$ cat src/rtl/instruction_fetch_unit_if.sv
// Fetch-unit bus bundle: imem request/response, branch redirect, and the decode-side output slot.
interface instruction_fetch_unit_if #(
  parameter int ADDR_WIDTH = 64,
  parameter int INST_WIDTH = 32
);
  logic                  imem_req_valid;
  logic [ADDR_WIDTH-1:0] imem_req_addr;
  logic                  imem_req_ready;
  logic                  imem_resp_valid;
  logic [INST_WIDTH-1:0] imem_resp_data;
  logic                  branch_taken;
  logic [ADDR_WIDTH-1:0] branch_target;
  logic                  id_ready;
  logic                  if_valid;
  logic [ADDR_WIDTH-1:0] if_pc;
  logic [INST_WIDTH-1:0] if_inst;
  logic                  misaligned_fault;

  modport master (
    output imem_req_valid, imem_req_addr, if_valid, if_pc, if_inst, misaligned_fault,
    input  imem_req_ready, imem_resp_valid, imem_resp_data, branch_taken, branch_target, id_ready
  );

  modport slave (
    input  imem_req_valid, imem_req_addr, if_valid, if_pc, if_inst, misaligned_fault,
    output imem_req_ready, imem_resp_valid, imem_resp_data, branch_taken, branch_target, id_ready
  );
endinterface

$ cat src/rtl/instruction_fetch_unit.sv
// Fetch stage: owns the PC, keeps one imem read outstanding, and feeds decode through a
// one-entry output slot. Redirects kill the in-flight response; misaligned targets lock up.
module instruction_fetch_unit #(
  parameter int                    ADDR_WIDTH = 64,
  parameter int                    INST_WIDTH = 32,
  parameter logic [ADDR_WIDTH-1:0] RESET_PC   = '0,
  parameter int                    PC_STEP    = 4
) (
  input  logic                      clk,
  input  logic                      reset,
  instruction_fetch_unit_if.master  bus
);
  typedef enum logic [1:0] {S_REQ, S_WAIT, S_FAULT} state_t;

  localparam logic [ADDR_WIDTH-1:0] STEP = ADDR_WIDTH'(PC_STEP);

  state_t                state_q, state_d;
  logic [ADDR_WIDTH-1:0] pc_q, pc_d;
  logic [ADDR_WIDTH-1:0] req_pc_q, req_pc_d;
  logic                  kill_q, kill_d;
  logic                  if_valid_q, if_valid_d;
  logic [ADDR_WIDTH-1:0] if_pc_q, if_pc_d;
  logic [INST_WIDTH-1:0] if_inst_q, if_inst_d;
  logic                  fault_q, fault_d;
  logic                  req_valid, req_fire;

  // Only ask for a new word when the slot is empty or draining this cycle.
  assign req_valid = (state_q == S_REQ) && (!if_valid_q || bus.id_ready) && !reset;
  assign req_fire  = req_valid && bus.imem_req_ready;

  assign bus.imem_req_valid   = req_valid;
  assign bus.imem_req_addr    = pc_q;
  assign bus.if_valid         = if_valid_q;
  assign bus.if_pc            = if_pc_q;
  assign bus.if_inst          = if_inst_q;
  assign bus.misaligned_fault = fault_q;

  always_comb begin
    state_d    = state_q;
    pc_d       = pc_q;
    req_pc_d   = req_pc_q;
    kill_d     = kill_q;
    if_valid_d = if_valid_q;
    if_pc_d    = if_pc_q;
    if_inst_d  = if_inst_q;
    fault_d    = fault_q;

    if (if_valid_q && bus.id_ready) if_valid_d = 1'b0;

    unique case (state_q)
      S_REQ: begin
        if (req_fire) begin
          state_d  = S_WAIT;
          req_pc_d = pc_q;
        end
      end
      S_WAIT: begin
        if (bus.imem_resp_valid) begin
          state_d = S_REQ;
          if (kill_q) begin
            kill_d = 1'b0;
          end else begin
            if_valid_d = 1'b1;
            if_pc_d    = req_pc_q;
            if_inst_d  = bus.imem_resp_data;
            pc_d       = req_pc_q + STEP;
          end
        end
      end
      default: ;
    endcase

    // Redirect overrides everything above; an outstanding or just-issued read must be killed.
    if (bus.branch_taken && state_q != S_FAULT) begin
      if_valid_d = 1'b0;
      if (bus.branch_target[1:0] != 2'b00) begin
        fault_d = 1'b1;
        kill_d  = 1'b0;
        state_d = S_FAULT;
      end else begin
        pc_d = bus.branch_target;
        if ((state_q == S_WAIT && !bus.imem_resp_valid) || (state_q == S_REQ && req_fire)) begin
          kill_d  = 1'b1;
          state_d = S_WAIT;
        end else begin
          kill_d  = 1'b0;
          state_d = S_REQ;
        end
      end
    end
  end

  always_ff @(posedge clk or posedge reset) begin
    if (reset) begin
      state_q    <= S_REQ;
      pc_q       <= RESET_PC;
      req_pc_q   <= '0;
      kill_q     <= 1'b0;
      if_valid_q <= 1'b0;
      if_pc_q    <= '0;
      if_inst_q  <= '0;
      fault_q    <= 1'b0;
    end else begin
      state_q    <= state_d;
      pc_q       <= pc_d;
      req_pc_q   <= req_pc_d;
      kill_q     <= kill_d;
      if_valid_q <= if_valid_d;
      if_pc_q    <= if_pc_d;
      if_inst_q  <= if_inst_d;
      fault_q    <= fault_d;
    end
  end
endmodule

$ cat src/flat_wrapper.sv
// flat-port wrapper written by rule: the top's interface ports become plain ports
module instruction_fetch_unit_flat 
#(
  parameter int                    ADDR_WIDTH = 64,
  parameter int                    INST_WIDTH = 32,
  parameter logic [ADDR_WIDTH-1:0] RESET_PC   = '0,
  parameter int                    PC_STEP    = 4
)
  (clk, reset, bus_imem_req_valid, bus_imem_req_addr, bus_if_valid, bus_if_pc, bus_if_inst, bus_misaligned_fault, bus_imem_req_ready, bus_imem_resp_valid, bus_imem_resp_data, bus_branch_taken, bus_branch_target, bus_id_ready);
  instruction_fetch_unit_if #(.ADDR_WIDTH(ADDR_WIDTH), .INST_WIDTH(INST_WIDTH)) bus_i ();
  input  logic clk;
  input  logic reset;
  output wire logic [$bits(bus_i.imem_req_valid)-1:0] bus_imem_req_valid;
  output wire logic [$bits(bus_i.imem_req_addr)-1:0] bus_imem_req_addr;
  output wire logic [$bits(bus_i.if_valid)-1:0] bus_if_valid;
  output wire logic [$bits(bus_i.if_pc)-1:0] bus_if_pc;
  output wire logic [$bits(bus_i.if_inst)-1:0] bus_if_inst;
  output wire logic [$bits(bus_i.misaligned_fault)-1:0] bus_misaligned_fault;
  input wire logic [$bits(bus_i.imem_req_ready)-1:0] bus_imem_req_ready;
  input wire logic [$bits(bus_i.imem_resp_valid)-1:0] bus_imem_resp_valid;
  input wire logic [$bits(bus_i.imem_resp_data)-1:0] bus_imem_resp_data;
  input wire logic [$bits(bus_i.branch_taken)-1:0] bus_branch_taken;
  input wire logic [$bits(bus_i.branch_target)-1:0] bus_branch_target;
  input wire logic [$bits(bus_i.id_ready)-1:0] bus_id_ready;
  assign bus_imem_req_valid = bus_i.imem_req_valid;
  assign bus_imem_req_addr = bus_i.imem_req_addr;
  assign bus_if_valid = bus_i.if_valid;
  assign bus_if_pc = bus_i.if_pc;
  assign bus_if_inst = bus_i.if_inst;
  assign bus_misaligned_fault = bus_i.misaligned_fault;
  assign bus_i.imem_req_ready = bus_imem_req_ready;
  assign bus_i.imem_resp_valid = bus_imem_resp_valid;
  assign bus_i.imem_resp_data = bus_imem_resp_data;
  assign bus_i.branch_taken = bus_branch_taken;
  assign bus_i.branch_target = bus_branch_target;
  assign bus_i.id_ready = bus_id_ready;
  instruction_fetch_unit #(.ADDR_WIDTH(ADDR_WIDTH), .INST_WIDTH(INST_WIDTH), .RESET_PC(RESET_PC), .PC_STEP(PC_STEP)) u_core (.clk(clk), .reset(reset), .bus(bus_i));
endmodule
$ cat config.mk
export PLATFORM = sky130hd
export DESIGN_NAME = instruction_fetch_unit_flat
export DESIGN_NICKNAME = d
export VERILOG_FILES = /design/src/rtl/instruction_fetch_unit_if.sv /design/src/rtl/instruction_fetch_unit.sv /design/src/flat_wrapper.sv
export SDC_FILE = /design/constraint.sdc
export NUM_CORES = 1
export LEC_CHECK = 0
export ABC_AREA = 0
export CORE_MARGIN = 2
export CORE_UTILIZATION = 42
export CTS_CLUSTER_SIZE = 12
export DETAILED_ROUTE_END_ITERATION = 12
export HOLD_SLACK_MARGIN = 0.08
export PLACE_DENSITY = 0.69
export SETUP_SLACK_MARGIN = 0.2
export SYNTH_ARGS = -nofsm -noshare
export SYNTH_HDL_FRONTEND = slang
export SYNTH_SLANG_ARGS = --single-unit
$ cat constraint.sdc
create_clock -name clk -period 18.1 [get_ports clk]
set_input_delay 3.62 -clock clk [delete_from_list [all_inputs] [get_ports clk]]
set_output_delay 3.62 -clock clk [all_outputs]
set_load 0.05 [all_outputs]
### Word level (Yosys, flattened, before mapping)

Cells that the tools add are included.

* reduce and logical (&&, ||, !) cells: 22
* muxes and demuxes: 21
* $add $sub $neg: 1
* equal/unequal tests: 4
* bitwise logic cells: 1

Operators by type and width (count)
* $mux W64: 5
* $add A64 B3 Y64 const B: 1
* $mux W1: 11
* $mux W2: 4
* $logic_and A1 B1 Y1: 7
* $ne A3 B2 Y1 const B: 2
* $reduce_and A2 Y1: 3
* $reduce_and A3 Y1: 2
* $reduce_bool A2 Y1: 3
* $pmux W2 S2: 1
* $logic_not A1 Y1: 3
* $reduce_bool A3 Y1: 1
* $eq A2 B1 Y1 const B: 1
* $logic_not A2 Y1: 1
* $logic_or A1 B1 Y1: 2
* $ne A2 B2 Y1 const B: 1
* $not A1 Y1: 1

* flip-flop bits (word level): 229
* input bits: 102
* output and inout bits: 163
* logic and storage cells: 57

### Logic depth before layout (Yosys ltp)

Gate-level depths: netlist of run 1.

* word-level depth: 10
* gate-level depth with buffers: 9

### Worst setup path before layout of run 1

OpenSTA, ideal clock, no wires.

* path type: input to output
* start: input port reset
* end: output port bus_imem_req_valid
* data required time: 14.480 ns
* setup slack: 9.294 ns
* stages on the path: 1
* arrival: 5.186 ns
* path through: nor4_1

* word-level cells in the longest chain between the ends: 2

Ends and longest elaborated chain
* from (decl): line flat_wrapper.sv:12 `input logic reset;`
* $logic_not A1 Y1: line instruction_fetch_unit.sv:28 `assign req_valid = (state_q == S_REQ) && (!if_valid_q || bus.id_ready) && !reset;`
* $logic_and A1 B1 Y1: line instruction_fetch_unit.sv:28
* to (decl): line flat_wrapper.sv:13 `output wire logic [$bits(bus_i.imem_req_valid)-1:0] bus_imem_req_valid;`

No other way between the ends.

### Worst setup path after layout of run 1

Same ends and word-level chain as after synthesis.

==> run summary, run 1 <==
Of all cell types, the one taking the most synthesized area is sky130_fd_sc_hd__dfrtp_1. The via count came out at ~8600. Row generation in the floorplan step produced 57 rows. The final routed DRC violation total came out at 0. The overall overflow remaining after global route is 0. In this run the standard cell core region covers approximately 24000 um^2. The via count normalized by instance count came out at between 5 and 6. In this run the static leakage power is around 6.3 nW. The cell that appears most often on the critical path is sky130_fd_sc_hd__clkdlybuf4s50_1. The sum of negative setup slack is 0 ns. The flip-flop and latch area came out at roughly 5700 um^2. 0 antenna diodes ended up in the layout. The detail route stage leaves a number of antenna-violating nets equal to 0. The number of buffers on the longest clock path is 3.

The number of register bits inferred by synthesis is 229. The detailed router finished its first iteration with between 400 and 500 violations. The worst-case IR drop observed on VDD is between 0.00006 and 0.00007 V.

For this run, the number of Yosys warnings is 0. Dividing total power by cell area gives a power density of between 100 and 150 nW/um^2. The slew at the pin closest to its max-slew limit came out at 1.08 ns.

For met3 alone, demand over resource in global routing was approximately 4.7%. The maximum fanout along the worst path is 2. The via count of the first global-routing pass is between 8000 and 9000. At the later pin of the worst-skew pair, clock insertion delay measures 0.52 ns. The number of cells produced by synthesis came out at about 1100. The run finished with clean final reports. The number of input and output port buffers inserted came out at between 200 and 300. Buffers added to address setup during post-CTS repair amount to 0. The global placer's final weighted congestion is roughly 0.78.

The final setup slack of the worst path came out at between 8 and 9 ns. Synthesis produced a netlist with a net count of about 1200. The number of top-level pins came out at ~270. The aggregate global-route resource usage came out at 22.3%. The share of power burned in registers came out at approximately 44%. The largest incremental delay on the critical path came out at between 0.9 and 1 ns.

In this run, the combinational gates consume a little under a quarter of the power. The worst path required time came out at 14.48 ns. The final period demand of the worst path is 9.22 ns. After detailed placement, the total cell area comes to 13200 um^2. The synthesized area per cell came out at 9.55 um^2. The maximum number of pins on one net before global-route repair is ~110.

After legalization and detailed placement, the total HPWL measured roughly 19000 um. The number of buffers inserted for hold repair after clock tree synthesis is 0. The final hold violation count came out at 0. For the final database, setup skew stands at ~0.0094 ns. The share of cells above drive strength 1 is under 10%. The worst setup path is captured at an output port.

The arrival time at the worst endpoint came out at around 5.6 ns. The critical path goes through clkdlybuf4s50_1 -> nor4_1 -> clkdlybuf4s50_1. The highest attainable clock frequency is 108 MHz. The internal power component is 0.974 mW. Setup repair after global routing left no endpoint under its margin.

The layer flagged by global routing as most heavily used is met2. The async set-or-reset flop fraction in the synthesized netlist is 100%. The count of max-cap constraint violations is 0. The most frequently used flop master after synthesis is sky130_fd_sc_hd__dfrtp_1.

The startpoint kind of the worst setup timing path is an input pin. The distinct cell type count after synthesis came out at 47. The total CTS buffers came out at 25.

In this run, the clock network consumes 32.3% of the power. The max-slew violation count is 0. The initial standard-cell utilization of the core came out at between 40% and 50%. The root buffer cell chosen for the clock tree is sky130_fd_sc_hd__clkbuf_16. The global routing met1 resource utilization came out at roughly 30%. The final hold slack came out at 0.470 ns.

The global-route wire length before repair came out at ~47000 um. TritonCTS built the clock tree. After synthesis, the cell types taking the most area are sky130_fd_sc_hd__dfrtp_1, sky130_fd_sc_hd__nand2_1, sky130_fd_sc_hd__mux2_2, sky130_fd_sc_hd__o21ai_0, sky130_fd_sc_hd__xnor2_1.

The die covers about 26000 um^2. The die width came out at roughly 160 um. The final layout net count is 1422. The number of antenna violations at the first check in global routing came out at 0. The switching power is 0.474 mW. The number of detailed-route iterations in the first pass is 7. On the critical path, the stage with the largest delay is an instance of sky130_fd_sc_hd__clkdlybuf4s50_1. The met2 track demand over resource came out at between 30% and 40%. The headroom to the max-slew limit came out at 28.2%. The cell area after synthesis came out at just over 10000 um^2. The final number of setup-violating endpoints is 0. After clock tree synthesis, the clock-pin slew on the worst setup and hold paths is 0.06 ns. The total number of H-tree levels is 1. The share of synthesized area occupied by flip-flops and latches is 55.5%. The number of gates resized after CTS was 0. The die height is 161 um. The total wire length came out at just under 30000 um.

The min-delay analysis places its worst path in the category flop to flop. Timing analysis after detailed placement gives a worst setup slack of between 8 and 9 ns. The post-route fraction of the period consumed by the critical path is approximately half. The multi-input combinational cells in the finished layout cover a total of roughly 4300 um^2. The kind of critical path is input pin to output port.

In the final routed layout, each cell accounts on average for about 17 um. The number of clock sinks came out at 229. The number of fill cells is around 2100. The number of synthesized flops with an enable pin is 0. The switching part of the total power came out at 32.7%. Relative to the synthesized area, the layout overhead comes to 35.0%. The final design area excluding fillers is approximately 14000 um^2. The area share of the largest cell type after synthesis came out at a little under three fifths.
state kept, by name (all words and copies together) (netlist names):
name                         flops
u_core.bus.misaligned_fault      1
u_core.kill_q                    1
u_core.req_pc_q                 64
u_core.bus.if_inst              32
u_core.bus.if_valid              1
u_core.bus.if_pc                64
u_core.bus.imem_req_addr        64
u_core.state_q                   2
layout make-up:
| type | instances | area share, % |
|---|---|---|
| Sequential cell | 229 | 41.1 |
| Multi-Input combinational cell | 775 | 30.8 |
| Timing Repair Buffer | 272 | 19.4 |
| Clock buffer | 36 | 5.07 |
| Tap cell | 324 | 2.91 |
| Inverter | 16 | 0.484 |
| Clock inverter | 6 | 0.233 |
logic make-up after synthesis:
logic type      count (synthesis)  share of synthesized area, %
flops                         229                          55.5
mux                            67                          7.26
compound gates                145                          7.69
xor+xnor                       56                          4.75
fa+ha+maj                       1                         0.121
simple gates                  506                          21.6
buf+inv                        78                          3.15
critical path: cells and delay by family:
kind / cells / cell delay, ns
buffers and inverters: 2 / 1.43
AND/OR/NAND/NOR: 1 / 0.55
synth_stat cells (3+ instances only):
cell type and n:
sky130_fd_sc_hd__a21oi_1 38, sky130_fd_sc_hd__and3_1 8, sky130_fd_sc_hd__and4_1 5, sky130_fd_sc_hd__buf_1 3
sky130_fd_sc_hd__buf_2 3, sky130_fd_sc_hd__clkbuf_1 52, sky130_fd_sc_hd__dfrtp_1 229, sky130_fd_sc_hd__inv_1 16
sky130_fd_sc_hd__mux2_2 64, sky130_fd_sc_hd__mux2i_1 3, sky130_fd_sc_hd__nand2_1 328, sky130_fd_sc_hd__nand3_1 28
sky130_fd_sc_hd__nand4_1 17, sky130_fd_sc_hd__nor2_1 60, sky130_fd_sc_hd__nor3_1 22, sky130_fd_sc_hd__nor4_1 10
sky130_fd_sc_hd__o211ai_1 8, sky130_fd_sc_hd__o21ai_0 63, sky130_fd_sc_hd__o21ai_1 12, sky130_fd_sc_hd__o22ai_1 17
sky130_fd_sc_hd__or3_1 8, sky130_fd_sc_hd__xnor2_1 36, sky130_fd_sc_hd__xor2_1 20
metrics by stage:
| stage | power (mW) | cells | utilization [%] |
|---|---|---|---|
| detailed placement | 0.989 | 1616 | 54.5 |
| floorplan | 0.850 | 1082 | - |
| finish | 1.45 | 1658 | 57.5 |
| global placement | 0.983 | 1616 | 54.5 |
| CTS | 1.46 | 1658 | 57.5 |
| global route | 1.51 | 1658 | 57.5 |
cells in the final DEF (no fill, tap or decap), types with 4 or more instances in the layout:
cell and n:
sky130_fd_sc_hd__clkdlybuf4s50_1 264, sky130_fd_sc_hd__nand4_1 17, sky130_fd_sc_hd__xnor2_1 36, sky130_fd_sc_hd__nor4_1 10, sky130_fd_sc_hd__clkbuf_8 4, sky130_fd_sc_hd__o22ai_1 17
sky130_fd_sc_hd__or3_1 6, sky130_fd_sc_hd__mux2_2 64, sky130_fd_sc_hd__xor2_1 20, sky130_fd_sc_hd__clkbuf_1 7, sky130_fd_sc_hd__clkbuf_16 25, sky130_fd_sc_hd__clkinv_2 5
sky130_fd_sc_hd__and3_1 8, sky130_fd_sc_hd__and4_1 5, sky130_fd_sc_hd__nor2_1 60, sky130_fd_sc_hd__nand3_1 28, sky130_fd_sc_hd__o21ai_1 12, sky130_fd_sc_hd__nor3_1 20
sky130_fd_sc_hd__dfrtp_1 229, sky130_fd_sc_hd__o211ai_1 8, sky130_fd_sc_hd__buf_4 8, sky130_fd_sc_hd__a21oi_1 38, sky130_fd_sc_hd__nand2_1 327, sky130_fd_sc_hd__o21ai_0 63
sky130_fd_sc_hd__inv_1 15
power groups by stage:
stage,registers (mW),logic (mW),clock network [mW]
finish,0.638,0.342,0.468
global route,0.648,0.361,0.498
CTS,0.637,0.345,0.477
detailed placement,0.646,0.344,0
global placement,0.644,0.340,0
floorplan,0.768,0.0821,0
per-layer routing:
layer | part of all wire [%] | wire, um | vias to the layer above
li1 | - | - | 4101
met3 | 6.6 | 1920 | 60
met4 | 3.6 | 1030 | 0
met5 | 0 | 0 | -
met2 | 46 | 13300 | 283
met1 | 44 | 12600 | 4196
worst paths after layout:
kind                                         from                            to  slack, ns  cells past startpoint
setup / recovery                            reset            bus_imem_req_valid       8.88                      3
max in group asynchronous                   reset   u_core.bus.imem_req_addr[6]      13.00                      3
hold / removal             u_core.bus.if_inst[20]        u_core.bus.if_inst[20]       0.47                      2
min in group asynchronous                   reset           u_core.bus.if_valid       3.70                      2
setup reg to reg                u_core.state_q[1]  u_core.bus.imem_req_addr[58]      15.23                      7
hold reg to reg            u_core.bus.if_inst[20]        u_core.bus.if_inst[20]       0.47                      2
Note: power is estimated with default switching activity, not from simulation.
==> run 2, diff against run 1 <==
--- a/config.mk
+++ b/config.mk
@@ -11,7 +11,7 @@
 export CTS_CLUSTER_SIZE = 12
 export DETAILED_ROUTE_END_ITERATION = 12
 export HOLD_SLACK_MARGIN = 0.08
-export PLACE_DENSITY = 0.69
+export PLACE_DENSITY = 0.72
 export SETUP_SLACK_MARGIN = 0.2
 export SYNTH_ARGS = -nofsm -noshare
 export SYNTH_HDL_FRONTEND = slang
==> constraint.sdc (replaced) <==
create_clock -name clk -period 8.4 [get_ports clk]
set_input_delay 1.68 -clock clk [delete_from_list [all_inputs] [get_ports clk]]
set_output_delay 1.68 -clock clk [all_outputs]
set_load 0.05 [all_outputs]
==> run 2 against run 1 <==
Net effect:
- total power increased by 110%
- highest routed layer unchanged
- wire length increased by 0.17%
- setup slack got worse by 5.9 ns
- sequential cell count unchanged
- sequential share of layout area increased by 0.092 points
- critical path type unchanged
- clock-buffer cell count increased by 1
==> run summary, run 2 (same netlist as run 1, synthesis figures left out) <==
The via count of the first global-routing pass is 8709 (was 8682). The smallest clock period supported by the final layout is computed as about 5.4 ns. The clock tree from TritonCTS is built (unchanged). The overall die area is 25900 um^2 (unchanged).

The count of max-cap constraint violations is 0 (unchanged). The max-slew violation count is 0 (unchanged). The kind of critical path is input pin to output port (unchanged).

The initial standard-cell utilization of the core was 42.6% (unchanged). The worst path required time came out at 6.72 ns (was 14.48 ns). The leakage power is 6.25 nW (was 6.27 nW). Commonest cells after routing, fill and taps aside: sky130_fd_sc_hd__nand2_1, sky130_fd_sc_hd__clkdlybuf4s50_1, sky130_fd_sc_hd__dfrtp_1 (unchanged).

The most frequent standard cell in the layout excluding fill and tap cells is sky130_fd_sc_hd__nand2_1 (unchanged). The maximum number of pins on one net before global-route repair is 101 (was 114). The via count is 8569 (was 8640). The global placer's final weighted congestion is 0.799 (was 0.784).

The number of input and output port buffers inserted is 264 (unchanged). The placeable core region was 24200 um^2 (unchanged). The worst min-delay path category is flop to flop (unchanged). The total number of H-tree levels was 1 (unchanged). The headroom to the max-slew limit was 28.6% (was 28.2%). The slew at the pin closest to its max-slew limit came out at 1.07 ns (was 1.08 ns).

The number of antenna violations at the first check in global routing came out at 1 (was 0). The startpoint kind of the worst setup timing path was an input pin (unchanged). The final layout net count is 1421 (was 1422). The post-CTS setup buffer count is 0 (unchanged). The worst clock skew is 0.0133 ns (was 0.00938 ns).

The worst-skew pair later-pin latency came to 0.51 ns (was 0.52 ns). The post-route antenna net violation count is 0 (unchanged). The detail-routed net length per standard cell is 17.5 um (was 17.4 um). The maximum fanout along the worst path came out at 2 (unchanged). The total CTS buffers is 24 (was 25). The internal power component is 2.08 mW (was 0.974 mW). The relative area change from synthesis to final layout came out at 34.7% (was 35.0%). The clock transition at the registers of the reported paths came out at 0.06 ns (about the same). The share of power burned in registers was 44.6% (was 44.0%).

The via count normalized by instance count came out at 5.17 (was 5.21). The post-cts gate resize count came out at 0 (unchanged). The arrival time at the worst endpoint came to 3.70 ns (was 5.60 ns). The highest attainable clock frequency is 186 MHz. The initial detailed-routing violation count came out at 487 (was 485). The power density relative to cell area came out at 222 nW/um^2 (was 104 nW/um^2).

The part of the power in combinational logic was 23.9% (was 23.6%). The share of cells above drive strength 1 was 9.38% (was 9.75%). The element type at the critical path end is an output port (unchanged). The final setup slack of the worst path came to 3.02 ns (was 8.88 ns).

The aggregate global-route resource usage is 22.0% (was 22.3%). The final hold violation count came out at 0 (unchanged). Status: finished clean (unchanged).

The number of buffers inserted for hold repair after clock tree synthesis is 0 (unchanged). The root cell of the clock tree is sky130_fd_sc_hd__clkbuf_16 (unchanged). The switching power is 1.01 mW (was 0.474 mW). The sum of negative setup slack was 0 ns (unchanged). The worst-case setup slack after placement came to 3.01 ns (was 8.87 ns). The post-route fraction of the period consumed by the critical path is between 60% and 70%.

The global-route wire length before repair is 46500 um (was 46700 um). The number of clock sinks is 229 (unchanged). The number of detailed-route iterations in the first pass is 5 (was 7). The overall overflow remaining after global route came out at 0 (unchanged). The number of top-level pins is 265 (unchanged). The final number of setup-violating endpoints is 0 (unchanged). The final hold slack came out at 0.473 ns (was 0.470 ns). The portion of total power attributed to the clock network is 31.6% (was 32.3%). The die width is 161 um (unchanged). The total wire length is 28900 um (about the same). The number of buffers on the longest clock path is 3 (unchanged). The final routed DRC violation total came out at 0 (unchanged). The worst vdd rail ir drop is 0.000134 V (was 0.0000629 V). The die height came out at 161 um (unchanged). The switching part of the total power came out at 32.7% (about the same). The row count is 57 (unchanged). Unrepaired setup endpoints after global routing: no (unchanged). The estimated wirelength of the detail-placed design is 19000 um (about the same).
## run 2: changes by cell type in the layout (fill, tap and decap cells not counted)
cell                         delta
sky130_fd_sc_hd__clkbuf_1       +3
sky130_fd_sc_hd__clkbuf_8       -2
sky130_fd_sc_hd__clkinv_2       -2
sky130_fd_sc_hd__clkinvlp_4     -1
sky130_fd_sc_hd__diode_2        +1
## run 2: per-layer routing
layer,GRT usage (%),share of wire [%]
met1,29.9,44
met2,36.2,48
met3,4.29,6.1
met4,6.33,2.7
met5,0,0
## run 2: cell type report
class / instances / area (um^2)
repair buffers: 272 / 2700
multi-input cells: 775 / 4300
clock inverters: 3 / 15.0
well taps: 324 / 405
clock buffers: 37 / 691
fillers: 2158 / 10300
flip-flops and latches: 229 / 5730
inverters: 16 / 67.6
diodes: 1 / 2.50
## run 2: through the flow
step / util [%] / instances / total power [mW] / cell area (um^2)
3_5_place_dp: 54.5 / 1616 / 2.13 / 13200
6_report: 57.4 / 1657 / 3.09 / 13900
2_1_floorplan: - / 1082 / 1.83 / 10300
3_3_place_gp: 54.5 / 1616 / 2.12 / 13200
4_1_cts: 57.4 / 1656 / 3.12 / 13900
5_1_grt: 57.4 / 1656 / 3.22 / 13900
## run 2: critical path, cell delays in order
cell                              delay, ns
sky130_fd_sc_hd__clkdlybuf4s50_1       0.51
sky130_fd_sc_hd__nor4_1                0.58
sky130_fd_sc_hd__clkdlybuf4s50_1       0.93
## run 2: power groups by stage
stage / Combinational (mW) / Sequential, mW / Clock [mW]
5_1_grt: 0.778 / 1.40 / 1.04
3_5_place_dp: 0.740 / 1.39 / 0
6_report: 0.737 / 1.38 / 0.975
3_3_place_gp: 0.731 / 1.39 / 0
4_1_cts: 0.743 / 1.38 / 0.997
2_1_floorplan: 0.177 / 1.65 / 0
## run 2: worst paths after layout
path / to / depth (start not counted) / from / slack [ns]
worst max-delay path: bus_imem_req_valid / 3 / reset / 3.02
worst min-delay path: u_core.bus.if_pc[50] / 2 / u_core.bus.if_pc[50] / 0.47
worst max register to register: u_core.bus.imem_req_addr[10] / 6 / u_core.state_q[1] / 5.47
worst min register to register: u_core.bus.if_pc[50] / 2 / u_core.bus.if_pc[50] / 0.47
max in group asynchronous: u_core.bus.imem_req_addr[35] / 3 / reset / 5.19
min in group asynchronous: u_core.bus.if_valid / 2 / reset / 1.72
